--- src/rtl/flash_reader_pkg.sv ---
// Shared definitions for the SPI NOR flash reader: SB_SPI register map,
// status-register bit positions, fixed register values and the FSM encoding.
package flash_reader_pkg;

    // SB_SPI register indices on the 4-bit flash register bus
    localparam logic [3:0] SPI_CR0  = 4'h8;
    localparam logic [3:0] SPI_CR1  = 4'h9;
    localparam logic [3:0] SPI_CR2  = 4'hA;
    localparam logic [3:0] SPI_BR   = 4'hB;
    localparam logic [3:0] SPI_SR   = 4'hC;
    localparam logic [3:0] SPI_TXDR = 4'hD;
    localparam logic [3:0] SPI_RXDR = 4'hE;
    localparam logic [3:0] SPI_CSR  = 4'hF;

    // Status register flags
    localparam int SR_TRDY = 4;
    localparam int SR_RRDY = 3;

    // Fixed register values written by the sequencer
    localparam logic [7:0] CR1_ENABLE  = 8'h80;
    localparam logic [7:0] CSR_CS_HIGH = 8'hFF;
    localparam logic [7:0] CSR_CS_LOW  = 8'hFE;
    localparam logic [7:0] DUMMY_BYTE  = 8'h00;

    // Sequencer states. POLL_T/TX/POLL_R/RX form the byte-exchange
    // subroutine; the state after RX comes from the return-state register.
    typedef enum logic [3:0] {
        ST_INIT_CR1 = 4'd0,
        ST_INIT_CSR = 4'd1,
        ST_IDLE     = 4'd2,
        ST_CS_LO    = 4'd3,
        ST_POLL_T   = 4'd4,
        ST_TX       = 4'd5,
        ST_POLL_R   = 4'd6,
        ST_RX       = 4'd7,
        ST_NEXT     = 4'd8,
        ST_VALID    = 4'd9,
        ST_CS_HI    = 4'd10
    } state_e;

    // Address byte sent after the opcode: index 0 = A[23:16], 1 = A[15:8], 2 = A[7:0]
    function automatic logic [7:0] addr_byte(input logic [23:0] addr, input logic [1:0] idx);
        logic [7:0] b;
        case (idx)
            2'd0:    b = addr[23:16];
            2'd1:    b = addr[15:8];
            default: b = addr[7:0];
        endcase
        return b;
    endfunction

endpackage

--- src/rtl/flash_reg_port.sv ---
// Single-access engine for the flash register bus. Takes one read or write
// request, holds en/wr/addr/wdata stable until ack, drops en the following
// cycle and returns a one-cycle done pulse with the captured read data.
// A new request is never accepted in the done cycle, which guarantees at
// least one idle bus cycle between accesses.
module flash_reg_port (
    input  logic       clk,
    input  logic       rst,
    input  logic       req,
    input  logic       wr,
    input  logic [3:0] addr,
    input  logic [7:0] wdata,
    output logic       done,
    output logic [7:0] rdata,
    output logic       fl_en,
    output logic       fl_wr,
    output logic [3:0] fl_addr,
    output logic [7:0] fl_wdata,
    input  logic       fl_ack,
    input  logic [7:0] fl_rdata
);

    logic       en_r;
    logic       wr_r;
    logic [3:0] addr_r;
    logic [7:0] wdata_r;
    logic       done_r;
    logic [7:0] rdata_r;

    // Launch an access on request, hold it until ack, then release the bus
    always_ff @(posedge clk or posedge rst) begin
        if (rst) begin
            en_r    <= 1'b0;
            wr_r    <= 1'b0;
            addr_r  <= 4'h0;
            wdata_r <= 8'h00;
            done_r  <= 1'b0;
            rdata_r <= 8'h00;
        end else begin
            done_r <= 1'b0;
            if (en_r) begin
                if (fl_ack) begin
                    en_r    <= 1'b0;
                    wr_r    <= 1'b0;
                    done_r  <= 1'b1;
                    rdata_r <= fl_rdata;
                end
            end else if (req && !done_r) begin
                en_r    <= 1'b1;
                wr_r    <= wr;
                addr_r  <= addr;
                wdata_r <= wdata;
            end
        end
    end

    assign fl_en    = en_r;
    assign fl_wr    = wr_r;
    assign fl_addr  = addr_r;
    assign fl_wdata = wdata_r;
    assign done     = done_r;
    assign rdata    = rdata_r;

endmodule

--- src/rtl/flash_reader.sv ---
// SPI NOR read sequencer. Initialises the SB_SPI block, then per request
// drops CS, sends READ + 24-bit address, clocks out i_len bytes onto a
// valid/ready stream and raises CS again. Status polls are bounded by
// POLL_LIMIT; exhausting it aborts the transfer with a sticky error.
module flash_reader
    import flash_reader_pkg::*;
#(
    parameter int         POLL_LIMIT = 1024,
    parameter logic [7:0] CMD_READ   = 8'h03
) (
    input  logic        i_clk,
    input  logic        i_rst,
    input  logic        i_start,
    input  logic [23:0] i_addr,
    input  logic [15:0] i_len,
    output logic        o_busy,
    output logic        o_done,
    output logic        o_err,
    output logic        o_valid,
    output logic [7:0]  o_data,
    input  logic        i_ready,
    output logic        o_fl_en,
    output logic        o_fl_wr,
    output logic [3:0]  o_fl_addr,
    output logic [7:0]  o_fl_wdata,
    input  logic        i_fl_ack,
    input  logic [7:0]  i_fl_rdata
);

    localparam int            PW        = $clog2(POLL_LIMIT + 1);
    localparam logic [PW-1:0] POLL_LAST = PW'(POLL_LIMIT - 1);

    state_e        state_r;
    state_e        next_state_s;
    state_e        ret_r;
    logic [23:0]   addr_r;
    logic [15:0]   remain_r;
    logic [7:0]    tx_byte_r;
    logic [1:0]    hdr_idx_r;
    logic [PW-1:0] poll_cnt_r;

    logic          o_busy_r;
    logic          o_done_r;
    logic          o_err_r;
    logic          o_valid_r;
    logic [7:0]    o_data_r;

    logic          req_s;
    logic          wr_s;
    logic [3:0]    reg_addr_s;
    logic [7:0]    wdata_s;
    logic          port_done_s;
    logic [7:0]    port_rdata_s;

    logic          start_accept_s;
    logic          start_ok_s;
    logic          zero_start_s;
    logic          polling_s;
    logic          poll_hit_s;
    logic          poll_last_s;
    logic          abort_s;

    assign start_accept_s = (state_r == ST_IDLE) && i_start;
    assign start_ok_s     = start_accept_s && (i_len != 16'd0);
    assign zero_start_s   = start_accept_s && (i_len == 16'd0);
    assign polling_s      = (state_r == ST_POLL_T) || (state_r == ST_POLL_R);
    assign poll_hit_s     = (state_r == ST_POLL_T) ? port_rdata_s[SR_TRDY] : port_rdata_s[SR_RRDY];
    assign poll_last_s    = (poll_cnt_r == POLL_LAST);
    assign abort_s        = polling_s && port_done_s && !poll_hit_s && poll_last_s;

    flash_reg_port u_port (
        .clk      (i_clk),
        .rst      (i_rst),
        .req      (req_s),
        .wr       (wr_s),
        .addr     (reg_addr_s),
        .wdata    (wdata_s),
        .done     (port_done_s),
        .rdata    (port_rdata_s),
        .fl_en    (o_fl_en),
        .fl_wr    (o_fl_wr),
        .fl_addr  (o_fl_addr),
        .fl_wdata (o_fl_wdata),
        .fl_ack   (i_fl_ack),
        .fl_rdata (i_fl_rdata)
    );

    // State register
    always_ff @(posedge i_clk or posedge i_rst) begin
        if (i_rst) begin
            state_r <= ST_INIT_CR1;
        end else begin
            state_r <= next_state_s;
        end
    end

    // Next-state logic: each bus step advances when the access engine reports done
    always_comb begin
        next_state_s = state_r;
        case (state_r)
            ST_INIT_CR1: begin
                if (port_done_s) next_state_s = ST_INIT_CSR;
                else             next_state_s = ST_INIT_CR1;
            end
            ST_INIT_CSR: begin
                if (port_done_s) next_state_s = ST_IDLE;
                else             next_state_s = ST_INIT_CSR;
            end
            ST_IDLE: begin
                if (start_ok_s) next_state_s = ST_CS_LO;
                else            next_state_s = ST_IDLE;
            end
            ST_CS_LO: begin
                if (port_done_s) next_state_s = ST_POLL_T;
                else             next_state_s = ST_CS_LO;
            end
            ST_POLL_T: begin
                if (!port_done_s)    next_state_s = ST_POLL_T;
                else if (poll_hit_s) next_state_s = ST_TX;
                else if (abort_s)    next_state_s = ST_CS_HI;
                else                 next_state_s = ST_POLL_T;
            end
            ST_TX: begin
                if (port_done_s) next_state_s = ST_POLL_R;
                else             next_state_s = ST_TX;
            end
            ST_POLL_R: begin
                if (!port_done_s)    next_state_s = ST_POLL_R;
                else if (poll_hit_s) next_state_s = ST_RX;
                else if (abort_s)    next_state_s = ST_CS_HI;
                else                 next_state_s = ST_POLL_R;
            end
            ST_RX: begin
                if (port_done_s) next_state_s = ret_r;
                else             next_state_s = ST_RX;
            end
            ST_NEXT: begin
                next_state_s = ST_POLL_T;
            end
            ST_VALID: begin
                if (!i_ready)                   next_state_s = ST_VALID;
                else if (remain_r == 16'd1)     next_state_s = ST_CS_HI;
                else                            next_state_s = ST_POLL_T;
            end
            ST_CS_HI: begin
                if (port_done_s) next_state_s = ST_IDLE;
                else             next_state_s = ST_CS_HI;
            end
            default: begin
                next_state_s = ST_INIT_CR1;
            end
        endcase
    end

    // Output logic: register-bus request for the current state
    always_comb begin
        req_s      = 1'b0;
        wr_s       = 1'b0;
        reg_addr_s = 4'h0;
        wdata_s    = 8'h00;
        case (state_r)
            ST_INIT_CR1: begin
                req_s = 1'b1; wr_s = 1'b1; reg_addr_s = SPI_CR1; wdata_s = CR1_ENABLE;
            end
            ST_INIT_CSR: begin
                req_s = 1'b1; wr_s = 1'b1; reg_addr_s = SPI_CSR; wdata_s = CSR_CS_HIGH;
            end
            ST_CS_LO: begin
                req_s = 1'b1; wr_s = 1'b1; reg_addr_s = SPI_CSR; wdata_s = CSR_CS_LOW;
            end
            ST_POLL_T, ST_POLL_R: begin
                req_s = 1'b1; wr_s = 1'b0; reg_addr_s = SPI_SR; wdata_s = 8'h00;
            end
            ST_TX: begin
                req_s = 1'b1; wr_s = 1'b1; reg_addr_s = SPI_TXDR; wdata_s = tx_byte_r;
            end
            ST_RX: begin
                req_s = 1'b1; wr_s = 1'b0; reg_addr_s = SPI_RXDR; wdata_s = 8'h00;
            end
            ST_CS_HI: begin
                req_s = 1'b1; wr_s = 1'b1; reg_addr_s = SPI_CSR; wdata_s = CSR_CS_HIGH;
            end
            default: begin
                req_s = 1'b0; wr_s = 1'b0; reg_addr_s = 4'h0; wdata_s = 8'h00;
            end
        endcase
    end

    // Transfer bookkeeping: latched request, header sequencing, poll counting, remaining bytes
    always_ff @(posedge i_clk or posedge i_rst) begin
        if (i_rst) begin
            addr_r     <= 24'h000000;
            remain_r   <= 16'd0;
            tx_byte_r  <= 8'h00;
            hdr_idx_r  <= 2'd0;
            ret_r      <= ST_NEXT;
            poll_cnt_r <= {PW{1'b0}};
        end else begin
            if (!polling_s) begin
                poll_cnt_r <= {PW{1'b0}};
            end
            case (state_r)
                ST_IDLE: begin
                    if (start_ok_s) begin
                        addr_r    <= i_addr;
                        remain_r  <= i_len;
                        tx_byte_r <= CMD_READ;
                        hdr_idx_r <= 2'd0;
                        ret_r     <= ST_NEXT;
                    end
                end
                ST_POLL_T, ST_POLL_R: begin
                    if (port_done_s) begin
                        if (poll_hit_s) poll_cnt_r <= {PW{1'b0}};
                        else            poll_cnt_r <= poll_cnt_r + PW'(1);
                    end
                end
                ST_NEXT: begin
                    if (hdr_idx_r == 2'd3) begin
                        tx_byte_r <= DUMMY_BYTE;
                        ret_r     <= ST_VALID;
                    end else begin
                        tx_byte_r <= addr_byte(addr_r, hdr_idx_r);
                        hdr_idx_r <= hdr_idx_r + 2'd1;
                    end
                end
                ST_VALID: begin
                    if (i_ready) remain_r <= remain_r - 16'd1;
                end
                default: begin
                end
            endcase
        end
    end

    // Registered user-side outputs
    always_ff @(posedge i_clk or posedge i_rst) begin
        if (i_rst) begin
            o_busy_r  <= 1'b0;
            o_done_r  <= 1'b0;
            o_err_r   <= 1'b0;
            o_valid_r <= 1'b0;
            o_data_r  <= 8'h00;
        end else begin
            o_busy_r  <= (next_state_s != ST_IDLE);
            o_valid_r <= (next_state_s == ST_VALID);
            o_done_r  <= zero_start_s || ((state_r == ST_CS_HI) && port_done_s);
            if ((state_r == ST_RX) && port_done_s && (ret_r == ST_VALID)) begin
                o_data_r <= port_rdata_s;
            end
            if (start_accept_s) begin
                o_err_r <= 1'b0;
            end else if (abort_s) begin
                o_err_r <= 1'b1;
            end
        end
    end

    assign o_busy  = o_busy_r;
    assign o_done  = o_done_r;
    assign o_err   = o_err_r;
    assign o_valid = o_valid_r;
    assign o_data  = o_data_r;

endmodule

--- config.mk ---
export PLATFORM = sky130hd
export DESIGN_NAME = flash_reader
export DESIGN_NICKNAME = d
export VERILOG_FILES = /design/src/rtl/flash_reader_pkg.sv /design/src/rtl/flash_reg_port.sv /design/src/rtl/flash_reader.sv
export SDC_FILE = /design/constraint.sdc
export NUM_CORES = 1
export LEC_CHECK = 0
export ABC_CLOCK_PERIOD_IN_PS = 6100
export BUFFER_PORTS_ARGS = -buffer_cell sky130_fd_sc_hd__buf_2
export CORE_ASPECT_RATIO = 1.75
export CORE_MARGIN = 5
export CORE_UTILIZATION = 31
export DETAILED_ROUTE_END_ITERATION = 16
export HOLD_SLACK_MARGIN = 0.15
export PLACE_DENSITY = 0.46
export SLEW_MARGIN = 20
export SYNTH_ARGS = -nofsm -noshare
export SYNTH_HDL_FRONTEND = slang
export SYNTH_SLANG_ARGS = --single-unit
--- constraint.sdc ---
create_clock -name i_clk -period 6.1 [get_ports i_clk]
set_input_delay 0.915 -clock i_clk [delete_from_list [all_inputs] [get_ports i_clk]]
set_output_delay 0.915 -clock i_clk [all_outputs]
set_load 0.005 [all_outputs]
# Word-level counts from Yosys, hierarchy flattened

Index checks and enable logic that the tools add are counted.

Word-level logic and storage cells: 127
Bits in registers: 104

Multiplexer cells: 48
Eq/ne operators: 22
Reductions and logical operators: 35
$add $sub $neg: 3
Bitwise gates (word level): 1

Operators with widths:

| operator                                               | number |
|---|---|
| 2-to-1 mux 4 bit                                       | 12 |
| 2-to-1 mux 11 bit                                      | 4 |
| case mux 4 bit (11 select lines)                       | 1 |
| 2-to-1 mux 16 bit                                      | 2 |
| case mux 16 bit (2 select lines)                       | 1 |
| case mux 8 bit (2 select lines)                        | 2 |
| case mux 8 bit (4 select lines)                        | 1 |
| equality test 4 bit (second input constant)            | 5 |
| case mux 4 bit (5 select lines)                        | 1 |
| equality test 16 x 1 -> 1 bit (second input constant)  | 1 |
| equality test 4 x 3 -> 1 bit (second input constant)   | 4 |
| logical NOT 16 bit                                     | 1 |
| 2-to-1 mux 8 bit                                       | 2 |
| nonzero test 16 bit                                    | 1 |
| subtractor 16 x 1 -> 16 bit (second input constant)    | 1 |
| 2-to-1 mux 1 bit                                       | 15 |
| adder 11 x 1 -> 11 bit (second input constant)         | 1 |
| equality test 11 x 10 -> 1 bit (second input constant) | 1 |
| logical AND 1 bit                                      | 10 |
| inequality test 2 bit (second input constant)          | 5 |
| AND reduction 2 bit                                    | 5 |
| AND reduction 3 bit                                    | 3 |
| equality test 4 x 2 -> 1 bit (second input constant)   | 2 |
| 2-to-1 mux 2 bit                                       | 4 |
| other kinds (18)                                       | 24 |

# Logic depth before layout (Yosys ltp)

Depth in word-level cells: 10
Mapped depth: 8
Depth with buffers taken out: 7

# By module

From an unflattened synthesis, not the netlist that was laid out.

Cells, all modules: 515
Area, all modules: 4971.0 µm²

By module, submodules not included:

| module         | cells each | instances | area each (µm²) | sequential area each (µm²) |
|---|---|---|---|---|
| flash_reader   | 463        | 1         | 4098.9          | 1951.9 |
| flash_reg_port | 52         | 1         | 872.1           | 575.6 |

# Worst setup path before layout

No wires, ideal clock.

Path type: in2reg
Start point: input i_len[11]
End point: register o_busy_r, in the netlist o_busy
Path slack: 3.762 ns
Library setup time: 0.139 ns
Stages on the path: 6
Required time: 5.961 ns
Data arrival time: 2.199 ns
Cell sequence: nor4_1 -> nand4_1 -> nand2b_1 -> buf_4 -> o211ai_1 -> or4b_1

Word-level cells in the longest chain between the ends: 5

Ends and longest elaborated chain:

| what                             | RTL line            | source |
|---|---|---|
| from (decl)                      | flash_reader.sv:15  | `input logic [15:0] i_len,` |
| nonzero test 16 bit              | flash_reader.sv:64  | `assign start_ok_s = start_accept_s && (i_len != 16'd0);` |
| logical AND 1 bit                | flash_reader.sv:64  |  |
| 2-to-1 mux 1 bit                 | flash_reader.sv:110 | `if (start_ok_s) next_state_s = ST_CS_LO;` |
| case mux 4 bit (11 select lines) | flash_reader.sv:100 | `case (state_r)` |
| named net next_state_s[0]        | flash_reader.sv:34  | `state_e next_state_s;` |
| inequality test 4 x 2 -> 1 bit   | flash_reader.sv:245 | `o_busy_r <= (next_state_s != ST_IDLE);` |
| to (signal assigned)             | flash_reader.sv:245 |  |
| to (decl)                        | flash_reader.sv:42  | `logic o_busy_r;` |

The timed path passes the listed nets, and every way through them passes these cells.
A chain may end at the register's enable or synchronous reset.

# Final worst setup path

Start point: input i_len[3]
End point: register o_busy_r, in the netlist o_busy

The elaborated chain is that of the path after synthesis.

==> flow_metrics.tcl <==
set metrics [dict create \
    final_common_cell "dfrtp_1" \
    endpoint_kind "register" \
    final_hold_viol_count 0 \
    cp_slowest_stage_delay_ns 0.54 \
    synth-seq-cells 101 \
    relSlewSlack_pct 37.92 \
    diodes 0 \
    post_cts_buffers 0 \
    setup_tns_ns 0 \
    rsz0062_at_grt "no" \
    globalplace.congestion 0.7930 \
    port_buffers 78 \
    synth_top_family_by_area "simple AND/OR/NAND/NOR gates" \
    synth_adder_area_share_pct 1.747 \
    critPathMaxFanout 36 \
    coreArea_mm2 0.01539 \
    syn_nets 519 \
    dpl.hpwl_um 8970 \
    area_growth_pct 16.70 \
    ir_drop_mv 0.1395 \
    grt_max_degree 64 \
    worstSkewPairLatency_ns 0.35 \
    antenna_found_initial 0 \
    antenna_left 0 \
    cap_violations 0 \
    seq_area_frac_synth_pct 51.90 \
    fin_nets 587 \
    die-area_mm2 0.01841 \
    cpMaxStageDelayCell "or4b_1" \
    cts_root_buffer "clkbuf_16" \
    syn_area_per_cell_um2 10.59 \
    clockBufferDepth 2 \
    min_period_over_period_pct 44.92 \
    crit_chain "buf_2 -> nor4_1 -> nand4_1 -> nand2b_1 -> buf_4 -> o211ai_1 -> or4b_1" \
    synth_flop_cell "dfrtp_1" \
    wl_per_cell_um 17.07 \
    via_per_inst 5.185 \
    cts_tree "done" \
    htreeDepth 3 \
    drive_above_1_share_pct 24.02 \
    synth-simple-area-share_pct 15.78 \
    final_cell_mix "dfrtp_1 (101), buf_2 (78), nor2_1 (41), nand2_1 (41), a21oi_1 (40)" \
    slew_viol_final 0 \
    cts_resized 0 \
    p_per_area_mw_per_mm2 445.8 \
    tightestPinTransition_ns 0.9249 \
    finalPower_mw 2.534 \
    synth_cell_types 59 \
    worst-endpoint-required_ns 6.31 \
    grt_pass1_vias 3965 \
    hold_buffers 0 \
    die_x_um 104.7 \
    synth_edf_count 0 \
    synth_compound_area_share_pct 14.65 \
    gr-total-overflow 0 \
    wl_um 12270 \
    row_count 60 \
    syn_inst 460 \
    multi_input_area_mm2 0.002165 \
    synth_area_mm2 0.004870 \
    worstPathArrival_ns 2.95 \
    initial_core_util_pct 31.64 \
    post-route-min-period_ns 2.740 \
    drc_errors 0 \
    cp-start-kind "input pin" \
    postSynth.asyncResetShare_pct 100.0 \
    drtIter0Drc 213 \
    grt_pass1_wl_um 20480 \
    cts_inserted_buffers 9 \
    setup_violations 0 \
    cts_sinks 101 \
    fmax_mhz 365.0 \
    dr.pass1.iters 5 \
    num_vias 3728 \
    die_y_um 175.8 \
    ioPinCount 79 \
    fin_skew_ns 0.01278 \
    final.fill_count 1533 \
    hp-class "register to register" \
    leakagePower_nw 2.496 \
    status "finished clean" \
    criticalPathCategory "input pin to register" \
    path_clk_slew_ns 0.07 \
    synthXorXnorAreaFrac_pct 1.978 \
    grtUsageTotal_pct 13.67 \
    cp_top_family "simple AND/OR/NAND/NOR gates" \
    ff_latch_area_mm2 0.002527 \
    worst-path-buf-inv 2 \
    yosysWarnings 0 \
    synthMuxAreaShare_pct 10.30 \
]
==> cell type report <==
class | count | share of cell area [%]
Clock buffer | 10 | 4.205
Clock inverter | 6 | 0.9027
Inverter | 16 | 1.101
Multi-Input combinational cell | 320 | 38.09
Sequential cell | 101 | 44.47
Tap cell | 186 | 4.095
Timing Repair Buffer | 80 | 7.133
==> state kept, by name, summed over array words and instances, names as in the netlist <==
name             cells
addr_r              24
hdr_idx_r            2
o_busy               1
o_data               8
o_done               1
o_err                1
o_valid              1
poll_cnt_r          11
remain_r            16
ret_r                1
state_r              4
tx_byte_r            8
u_port.done          1
u_port.fl_addr       4
u_port.fl_en         1
u_port.fl_wdata      8
u_port.fl_wr         1
u_port.rdata         8
==> routing by layer <==
| layer | GRT usage [%] | share of wire, % | vias to the layer above |
|---|---|---|---|
| met1 | 15.34 | 39 | 1835 |
| met4 | 6.293 | 3.4 | 0 |
| li1 | - | - | 1786 |
| met5 | 0 | 0 | - |
| met2 | 24.21 | 53 | 85 |
| met3 | 3.200 | 4.2 | 22 |
==> per-stage QoR <==
step	utilization [%]	setup WS, ns	std cells	hold slack, ns	area [µm²]
after floorplan	-	2.538	460	0.4590	4870
after global placement	35.04	3.003	703	0.4643	5393
after detailed placement	35.04	2.959	703	0.4791	5393
after CTS	36.93	3.327	719	0.4952	5683
after global routing	36.93	3.184	719	0.5037	5683
final	36.93	3.360	719	0.4912	5683
==> where the power goes <==
group          switching, mW  internal [mW]  leakage [nW]
logic                  0.435          0.363          1.11
clock network          0.270          0.295         0.140
registers              0.242          0.929          1.25
total                  0.947           1.59          2.50
==> worst reg2reg max path, stage by stage, from the launching register on <==
cell       delay [ns]
dfrtp_1          0.65
nor3b_2          0.46
nand3_1          0.27
o21ai_1          0.80
o21ai_0          0.23
o2bb2ai_1        0.18
==> path summary, 6_finish.rpt <==
check / startpoint / depth (start not counted) / slack (ns) / to
max reg2reg: state_r[1] / 5 / 3.39 / remain_r[7]
min in group asynchronous: i_rst / 2 / 0.59 / u_port.rdata[2]
min reg2reg: u_port.fl_addr[1] / 2 / 0.49 / u_port.fl_addr[1]
max: i_len[3] / 7 / 3.36 / o_busy
max in group asynchronous: i_rst / 3 / 4.29 / addr_r[16]
min: u_port.fl_addr[1] / 2 / 0.49 / u_port.fl_addr[1]
==> cells in the mapped netlist (7+ instances only) <==
library cell / instances / area share (%)
nor2_1: 41 / 3.2
nor3_1: 8 / 0.82
buf_2: 7 / 0.72
o21a_1: 7 / 1.1
nand2b_1: 9 / 1.2
mux2_2: 17 / 3.9
a21oi_1: 40 / 4.1
dfrtp_1: 101 / 52
o21ai_0: 16 / 1.6
nand2_1: 41 / 3.2
inv_1: 14 / 1.1
nand3_1: 11 / 1.1
xor2_1: 7 / 1.3
a22oi_1: 11 / 1.7
mux2_1: 24 / 5.5
clkbuf_1: 11 / 0.85
==> cell families (layout without fill, tap and decap cells) <==
logic type               Yosys count  in the layout
AND/OR/NAND/NOR                  145            145
AO/OA/AOI/OAI                    112            112
flip-flops                       101            101
multiplexers                      45             45
buffers and inverters             39            112
XOR/XNOR                          11             11
adder cells (fa/ha/maj)            7              7
Note: power is estimated with default switching activity, not from simulation.
